==> src/rtl/controller_scanner_if.sv <==
// Bundles the scanner's request/status, pad-side serial lines and the register-facing data words.
// Latency: none, wiring only; every output of the slave side is a registered signal of the scanner.
// Backpressure: none; requests are single-cycle strobes and the scanner queues at most one.
interface controller_scanner_if #(
  parameter int NUM_CONTROLLERS     = 2,
  parameter int BITS_PER_CONTROLLER = 8
);
  logic                                                   start_fetch_i;
  logic                                                   busy_o;
  logic                                                   done_o;
  logic                                                   clk_o;
  logic                                                   latch_o;
  logic [NUM_CONTROLLERS-1:0]                             serial_ni;
  logic [NUM_CONTROLLERS-1:0][BITS_PER_CONTROLLER-1:0]    data_o;
  logic [NUM_CONTROLLERS-1:0][BITS_PER_CONTROLLER-1:0]    pressed_o;
  logic [NUM_CONTROLLERS-1:0]                             clr_pressed_i;

  // System side: GPU frame strobe, firmware clears and the physical pads.
  modport master (
    output start_fetch_i,
    output serial_ni,
    output clr_pressed_i,
    input  busy_o,
    input  done_o,
    input  clk_o,
    input  latch_o,
    input  data_o,
    input  pressed_o
  );

  // Scanner side.
  modport slave (
    input  start_fetch_i,
    input  serial_ni,
    input  clr_pressed_i,
    output busy_o,
    output done_o,
    output clk_o,
    output latch_o,
    output data_o,
    output pressed_o
  );
endinterface

==> src/rtl/controller_scanner.sv <==
// Latch-and-shift scanner for NUM_CONTROLLERS serial pads, committing all pad words together.
// Latency: 2*CLK_DIV*BITS_PER_CONTROLLER+1 cycles from the sampled request to done_o.
// Backpressure: one request arriving mid-scan is queued; further ones are dropped until it starts.
module controller_scanner #(
  parameter int NUM_CONTROLLERS     = 2,
  parameter int BITS_PER_CONTROLLER = 8,
  parameter int CLK_DIV             = 1
) (
  input  logic                clk,
  input  logic                rst,
  controller_scanner_if.slave bus
);

  localparam int N        = NUM_CONTROLLERS;
  localparam int BITS     = BITS_PER_CONTROLLER;
  localparam int CW       = (CLK_DIV > 1) ? $clog2(CLK_DIV) : 1;
  localparam int KW       = (BITS > 2) ? $clog2(BITS) : 1;
  localparam logic [CW-1:0] CNT_LAST = CW'(CLK_DIV - 1);
  localparam logic [KW-1:0] K_PENULT = KW'(BITS - 2);

  typedef enum logic [2:0] {
    S_IDLE,
    S_LATCH,
    S_LOW,
    S_HIGH,
    S_COMMIT
  } state_t;

  state_t                      state_q, state_d;
  logic [CW-1:0]               cnt_q, cnt_d;
  logic                        half_q, half_d;
  logic [KW-1:0]               k_q, k_d;
  logic                        pending_q;
  logic                        pending_clr;
  logic                        sample_en;
  logic                        commit;
  logic                        cnt_last;
  logic [N-1:0][BITS-1:0]      sh_q;
  logic [N-1:0][BITS-1:0]      data_q;
  logic [N-1:0][BITS-1:0]      pressed_q;

  assign cnt_last = (cnt_q == CNT_LAST);

  // State and sequencing counters.
  always_ff @(posedge clk or posedge rst) begin
    if (rst) begin
      state_q <= S_IDLE;
      cnt_q   <= '0;
      half_q  <= 1'b0;
      k_q     <= '0;
    end else begin
      state_q <= state_d;
      cnt_q   <= cnt_d;
      half_q  <= half_d;
      k_q     <= k_d;
    end
  end

  // Next state: the latch phase is two divider periods, tracked by half_q,
  // so the divider itself never has to count past CLK_DIV-1.
  always_comb begin
    state_d     = state_q;
    cnt_d       = cnt_q;
    half_d      = half_q;
    k_d         = k_q;
    sample_en   = 1'b0;
    commit      = 1'b0;
    pending_clr = 1'b0;
    case (state_q)
      S_IDLE: begin
        if (bus.start_fetch_i || pending_q) begin
          state_d     = S_LATCH;
          cnt_d       = '0;
          half_d      = 1'b0;
          k_d         = '0;
          pending_clr = 1'b1;
        end
      end
      S_LATCH: begin
        if (cnt_last) begin
          cnt_d = '0;
          if (half_q) begin
            sample_en = 1'b1;
            state_d   = S_LOW;
          end else begin
            half_d = 1'b1;
          end
        end else begin
          cnt_d = cnt_q + 1'b1;
        end
      end
      S_LOW: begin
        if (cnt_last) begin
          cnt_d   = '0;
          state_d = S_HIGH;
        end else begin
          cnt_d = cnt_q + 1'b1;
        end
      end
      S_HIGH: begin
        if (cnt_last) begin
          cnt_d     = '0;
          k_d       = k_q + 1'b1;
          sample_en = 1'b1;
          state_d   = (k_q == K_PENULT) ? S_COMMIT : S_LOW;
        end else begin
          cnt_d = cnt_q + 1'b1;
        end
      end
      S_COMMIT: begin
        commit  = 1'b1;
        state_d = S_IDLE;
      end
      default: begin
        state_d = S_IDLE;
      end
    endcase
  end

  // One-deep request queue; a request in IDLE starts directly and is never queued.
  always_ff @(posedge clk or posedge rst) begin
    if (rst) begin
      pending_q <= 1'b0;
    end else if (pending_clr) begin
      pending_q <= 1'b0;
    end else if (bus.start_fetch_i && (state_q != S_IDLE)) begin
      pending_q <= 1'b1;
    end
  end

  // Registered pad strobes and status, decoded from the next state so they
  // line up with the state they describe.
  always_ff @(posedge clk or posedge rst) begin
    if (rst) begin
      bus.latch_o <= 1'b0;
      bus.clk_o   <= 1'b1;
      bus.busy_o  <= 1'b0;
      bus.done_o  <= 1'b0;
    end else begin
      bus.latch_o <= (state_d == S_LATCH);
      bus.clk_o   <= (state_d != S_LOW);
      bus.busy_o  <= (state_d != S_IDLE);
      bus.done_o  <= commit;
    end
  end

  // Capture bit k_d of every pad; raw active-low levels are kept until commit.
  always_ff @(posedge clk or posedge rst) begin
    if (rst) begin
      sh_q <= '0;
    end else if (sample_en) begin
      for (int n = 0; n < N; n++) begin
        for (int b = 0; b < BITS; b++) begin
          if (k_d == KW'(b)) begin
            sh_q[n][b] <= bus.serial_ni[n];
          end
        end
      end
    end
  end

  // Atomic commit of all pads plus sticky newly-pressed flags; a clear on the
  // commit edge wipes only the old flags, never edges found by this scan.
  always_ff @(posedge clk or posedge rst) begin
    if (rst) begin
      data_q    <= '0;
      pressed_q <= '0;
    end else begin
      for (int n = 0; n < N; n++) begin
        if (commit) begin
          data_q[n]    <= ~sh_q[n];
          pressed_q[n] <= (pressed_q[n] & ~{BITS{bus.clr_pressed_i[n]}})
                        | (~sh_q[n] & ~data_q[n]);
        end else if (bus.clr_pressed_i[n]) begin
          pressed_q[n] <= '0;
        end
      end
    end
  end

  assign bus.data_o    = data_q;
  assign bus.pressed_o = pressed_q;

endmodule
==> src/flat_wrapper.sv <==
// flat-port wrapper written by rule: the top's interface ports become plain ports
module controller_scanner_flat 
#(
  parameter int NUM_CONTROLLERS     = 2,
  parameter int BITS_PER_CONTROLLER = 8,
  parameter int CLK_DIV             = 1
)
  (clk, rst, bus_start_fetch_i, bus_serial_ni, bus_clr_pressed_i, bus_busy_o, bus_done_o, bus_clk_o, bus_latch_o, bus_data_o, bus_pressed_o);
  controller_scanner_if #(.NUM_CONTROLLERS(NUM_CONTROLLERS), .BITS_PER_CONTROLLER(BITS_PER_CONTROLLER)) bus_i ();
  input  logic clk;
  input  logic rst;
  input wire logic [$bits(bus_i.start_fetch_i)-1:0] bus_start_fetch_i;
  input wire logic [$bits(bus_i.serial_ni)-1:0] bus_serial_ni;
  input wire logic [$bits(bus_i.clr_pressed_i)-1:0] bus_clr_pressed_i;
  output wire logic [$bits(bus_i.busy_o)-1:0] bus_busy_o;
  output wire logic [$bits(bus_i.done_o)-1:0] bus_done_o;
  output wire logic [$bits(bus_i.clk_o)-1:0] bus_clk_o;
  output wire logic [$bits(bus_i.latch_o)-1:0] bus_latch_o;
  output wire logic [$bits(bus_i.data_o)-1:0] bus_data_o;
  output wire logic [$bits(bus_i.pressed_o)-1:0] bus_pressed_o;
  assign bus_i.start_fetch_i = bus_start_fetch_i;
  assign bus_i.serial_ni = bus_serial_ni;
  assign bus_i.clr_pressed_i = bus_clr_pressed_i;
  assign bus_busy_o = bus_i.busy_o;
  assign bus_done_o = bus_i.done_o;
  assign bus_clk_o = bus_i.clk_o;
  assign bus_latch_o = bus_i.latch_o;
  assign bus_data_o = bus_i.data_o;
  assign bus_pressed_o = bus_i.pressed_o;
  controller_scanner #(.NUM_CONTROLLERS(NUM_CONTROLLERS), .BITS_PER_CONTROLLER(BITS_PER_CONTROLLER), .CLK_DIV(CLK_DIV)) u_core (.clk(clk), .rst(rst), .bus(bus_i));
endmodule
==> config.mk <==
export PLATFORM = sky130hd
export DESIGN_NAME = controller_scanner_flat
export DESIGN_NICKNAME = d
export VERILOG_FILES = /design/src/rtl/controller_scanner_if.sv /design/src/rtl/controller_scanner.sv /design/src/flat_wrapper.sv
export SDC_FILE = /design/constraint.sdc
export NUM_CORES = 1
export LEC_CHECK = 0
export ABC_AREA = 1
export CORE_ASPECT_RATIO = 1.25
export CORE_MARGIN = 1
export CORE_UTILIZATION = 50
export CTS_BUF_LIST = sky130_fd_sc_hd__clkbuf_16
export DETAILED_ROUTE_END_ITERATION = 12
export PLACE_DENSITY_LB_ADDON = 0.1
export SLEW_MARGIN = 15
export SYNTH_ARGS = -nofsm -noshare
export SYNTH_HDL_FRONTEND = slang
export SYNTH_SLANG_ARGS = --single-unit
==> constraint.sdc <==
create_clock -name clk -period 2.8 [get_ports clk]
set_clock_uncertainty 0.2 [all_clocks]
set_input_delay 0.7 -clock clk [delete_from_list [all_inputs] [get_ports clk]]
set_output_delay 0.7 -clock clk [all_outputs]
set_load 0.03 [all_outputs]
---- Yosys cells after proc, flatten, opt, wreduce, memory -nomap -nowiden ----
Index checks and enable logic that the tools add are counted.
operators by class
  add/subtract/negate cells ............... 2
  equal/unequal tests ..................... 16
  muxes and demuxes ....................... 28
  bitwise operators ....................... 12
  reduce and logical (&&, ||, !) cells .... 22
operator list
  kind                 count
  $not 8->8            6
  $and 8x8->8          4
  $mux 8               4
  $mux 3               8
  $eq 3x3->1 const B   6
  $reduce_and 2->1     9
  $or 8x8->8           2
  $eq 3x2->1 const B   4
  $pmux 3 s4           1
  $mux 1               11
  $reduce_bool 2->1    5
  $eq 3x1->1 const B   3
  $logic_not 3->1      2
  $pmux 1 s2           3
  $pmux 3 s2           1
  $reduce_bool 3->1    2
  $add 3x1->3 const B  1
  $ne 3x2->1 const B   1
  $reduce_and 3->1     1
  $reduce_or 3->1      1
  $ne 2x1->1 const B   1
  $ne 2x2->1 const B   1
  $add 1x1->1 const B  1
  $logic_and 1x1->1    1
  $logic_or 1x1->1     1
storage, ports and cells
  register bits after elaboration ......... 61
  input bits .............................. 7
  logic and storage cells ................. 109

---- Longest topological paths before layout ----
  word-level depth ........................ 5
  gate-level depth with buffers ........... 10
  gate-level depth less buffers ........... 10

---- Worst setup path after synthesis ----
Ideal clock, no wire load.
  path type ............................... input port to flip-flop
  from .................................... input bus_start_fetch_i
  to ...................................... register u_core.sh_q[0] in the netlist's numbering
  setup time .............................. 0.117 ns
  arrival ................................. 1.521 ns
  slack ................................... 0.962 ns
  stages on the path ...................... 9
  buffers on the path ..................... 0
  path through ............................ inv_1 > nand2_1 > nand3_2 > nand3_1 > nand3_1 > inv_2 > nand2_1 > nand2_1 > nand2_1
between the ends
  word-level cells in the longest chain between the ends .. 5
RTL lines
  element                          RTL line                   RTL
  from (decl)                      flat_wrapper.sv:12         input wire logic [$bits(bus_i.start_fetch_i)-1:0] bus_start_fetch_i;
  $logic_or 1x1->1                 controller_scanner.sv:71   if (bus.start_fetch_i || pending_q) begin
  $mux 3                           controller_scanner.sv:71
  $pmux 3 s2                       controller_scanner.sv:69   case (state_q)
  $logic_not 3->1                  controller_scanner.sv:154  if (k_d == KW'(b)) begin
  $reduce_and 2->1 (no line)       -
  to (signal, indexed assignment)  controller_scanner.sv:155  sh_q[n][b] <= bus.serial_ni[n];
  to (decl)                        controller_scanner.sv:38   logic [N-1:0][BITS-1:0] sh_q;
Every way passes these cells.
A chain may end at the register's enable or synchronous reset.

---- Final worst setup path ----
  from .................................... register u_core.bus.clk_o
  to ...................................... output bus_clk_o
RTL lines
  element                 RTL line                     RTL
  from (decl)             controller_scanner_if.sv:38  output clk_o,
  from (signal assigned)  controller_scanner.sv:141    bus.clk_o <= (state_d != S_LOW);
  to (decl)               flat_wrapper.sv:17           output wire logic [$bits(bus_i.clk_o)-1:0] bus_clk_o;
No word-level cell between the ends.

==> metrics <==
Max Slew Vio Count=0; Port-buffer cells=42; CTS Hold Bufs=0; gr usage total=21.2%; top post-synthesis cells by area=dfrtp_1 58%, nand2_1 11%, inv_1 9.0%; slew at the pin closest to its max-slew limit=0.365 ns; fin cells=403; crit path cell chain=clkdlybuf4s50_1; ratio of cells with drive above 1 in the final layout=8.75%; total core area=4800 um^2; synthesis-stage register bit count=60; post-route ant nets=0; vias in the first global route=1955; post-synth top area share=58.0%; CTS tree=yes; Critical Path Max Stage Delay=0.66 ns; number of remaining DRC errors=0; unrepaired setup endpoints after global routing=no; CTS Buf Count=9; Critical Path Source Type=flop; fmax=418 MHz; Mean Syn Cell Area=8.78 um^2; Hold Path Class=flop to flop; Slew HR=75.4%; Cell Count Post-Placement=387; Final Wtd Congestion=0.770; sequential cell area=1500 um^2; period utilization=85.5%; initial core utilization=53.0%; post-synthesis sequential area ratio=59.0%; DIE HEIGHT=81.8 um; dominant cell type by area after synthesis=dfrtp_1; P per Cell Area=618 nW/um^2; Setup violations, final=0; final net count=347; post-CTS setup buffer count=0; Leak=1.62 nW; root buf cell=clkbuf_16; first-pass GRT wire length=8370 um; CP Data Required Time=1.90 ns; CP top delay family=buffers and inverters; worst skew pair latency=0.32 ns; synthesis-to-finish area growth=30.4%; Ant. Diodes=0; Max VDD drop=528 uV; die area=5380 um^2; clock-pin slew of the registers on the worst-case setup and hold paths=0.05 ns; syn nets=299; r2r startpoint=u_core.state_q[1]; max-cap viol count=0; nature of the critical path endpoint=output pin; FF-to-FF path depth=8; Post-Route WL=4830 um; CTS H-Tree Depth=3; Hold Crit Endpoint=u_core.sh_q[13]; Cell variety after synth=23; # rows=28; hold_sp=u_core.sh_q[13]; Die Width=65.8 um; area occupied by multi-input gates=774 um^2; Crit Reg-Reg Endpoint=u_core.sh_q[9]; Syn Std Cell Area=2540 um^2; largest net degree at the start of global routing=61; total grt overflow=0; reg2reg setup slack=1.01 ns; Filler Cell Count=394; antenna violations before repair=0; initial detailed-routing violation count=125; CP Class=flop to output pin; status=complete, no violations; clock sinks=60; Worst EP arrival=1.49 ns; critical path peak fanout=1; drt pass-1 iters=4; WP buf/inv=1; Syn Inst Count=290; vias per cell=4.90; PostCTS Resize Cnt=0; clock buffer depth=2; Final HPWL DP=3350 um; boundary pin count=43; routed length per instance=12.0 um; CP max-delay cell=clkdlybuf4s50_1; Final Critical Period=2.39 ns; Ys Warns=0; Final Hold Fails=0; WHS Path Cells=2; via count=1975; Setup TNS Final=0 ns
-- logic make-up (layout without fill, tap and decap cells) --
group | after synthesis | in the layout | share of synthesized area (%)
flip-flops | 60 | 60 | 59.0
AND/OR/NAND/NOR | 116 | 116 | 20.0
buffers and inverters | 71 | 124 | 10.5
adder cells (fa/ha/maj) | 2 | 2 | 0.983
AO/OA/AOI/OAI | 41 | 41 | 9.49
-- layer usage --
layer / vias up / share of wire [%] / GRT usage (%)
li1: 1003 / - / -
met2: 35 / 53 / 37.1
met4: 0 / 2.3 / 12.0
met5: - / 0 / 0
met1: 924 / 42 / 23.2
met3: 13 / 3.1 / 5.14
-- layout by cell type, fill, tap and decap left out --
| cell type | instances |
|---|---|
| buf_4 | 1 |
| nor3_2 | 1 |
| ha_1 | 2 |
| nand3_2 | 1 |
| o21ai_0 | 21 |
| clkdlybuf4s50_1 | 42 |
| nand3_1 | 18 |
| clkinv_2 | 1 |
| bufinv_16 | 1 |
| nor2_1 | 10 |
| dfrtp_1 | 59 |
| nor2_2 | 5 |
| a21oi_1 | 2 |
| inv_2 | 4 |
| nor3_1 | 1 |
| dfstp_2 | 1 |
| clkinv_1 | 1 |
| o31ai_1 | 1 |
| buf_12 | 1 |
| nand2_2 | 3 |
| clkbuf_16 | 9 |
| inv_1 | 64 |
| o22ai_1 | 16 |
| nand3_4 | 1 |
| nand2_1 | 75 |
| a21boi_4 | 1 |
| and3_1 | 1 |
-- metrics by stage --
step | power (mW) | cell area (um^2) | hold WS, ns | setup slack (ns) | utilization [%]
after CTS | 2.08 | 3320 | 0.277 | 0.390 | 69.2
after detailed placement | 1.04 | 3040 | 0.264 | 0.335 | 63.3
final | 2.05 | 3320 | 0.271 | 0.407 | 69.2
after global routing | 2.12 | 3320 | 0.291 | 0.390 | 69.2
after floorplan | 0.991 | 2540 | 0.242 | 0.417 | -
after global placement | 1.04 | 3040 | 0.260 | 0.392 | 63.3
-- cell type report --
class / instances / share of cell area, %
clock inverter: 7 / 1.62
multi-input combinational: 159 / 23.3
timing repair buffer: 44 / 13.5
tap: 60 / 2.26
clock buffer: 9 / 6.78
sequential: 60 / 45.3
inverter: 64 / 7.24
-- state kept, by name, summed over array words and instances (netlist names) --
| register | count |
|---|---|
| u_core.pending_q | 1 |
| u_core.state_q | 3 |
| u_core.bus.done_o | 1 |
| u_core.k_q | 3 |
| u_core.bus.pressed_o | 16 |
| u_core.bus.data_o | 16 |
| u_core.bus.latch_o | 1 |
| u_core.half_q | 1 |
| u_core.bus.busy_o | 1 |
| u_core.sh_q | 16 |
| u_core.bus.clk_o | 1 |
-- worst max-delay path by stage --
stage	startpoint	endpoint	slack, ns	depth (start not counted)
6_report	u_core.bus.clk_o	bus_clk_o	0.41	1
2_1_floorplan	rst	u_core.bus.busy_o	0.42	1
5_1_grt	u_core.bus.clk_o	bus_clk_o	0.39	1
3_5_place_dp	bus_start_fetch_i	u_core.sh_q[9]	0.33	10
3_3_place_gp	bus_start_fetch_i	u_core.sh_q[0]	0.39	10
4_1_cts	u_core.bus.clk_o	bus_clk_o	0.39	1
-- synth_stat cells --
cell type and instances:
clkbuf_1 4, nor2_2 5, nand3_2 1, o21ai_0 21, inv_1 61, nand2_1 75, dfrtp_1 59, nand3_1 18
nor3_2 1, o31ai_1 1, ha_1 2, buf_1 2, a21oi_1 2, dfstp_2 1, buf_2 1, nor3_1 1
and3_1 1, nand3_4 1, inv_2 3, nor2_1 10, o22ai_1 16, nand2_2 3, a21boi_4 1
-- power by group --
| part | internal (mW) | switching (mW) |
|---|---|---|
| Sequential | 0.895 | 0.0188 |
| Clock | 0.669 | 0.357 |
| Combinational | 0.0433 | 0.0705 |
-- worst min-delay path, stage by stage, from the launching register on --
cell and delay (ns):
dfrtp_1 0.34, nand2_1 0.05, nand2_1 0.04
Power figures use the tool's default switching activity.
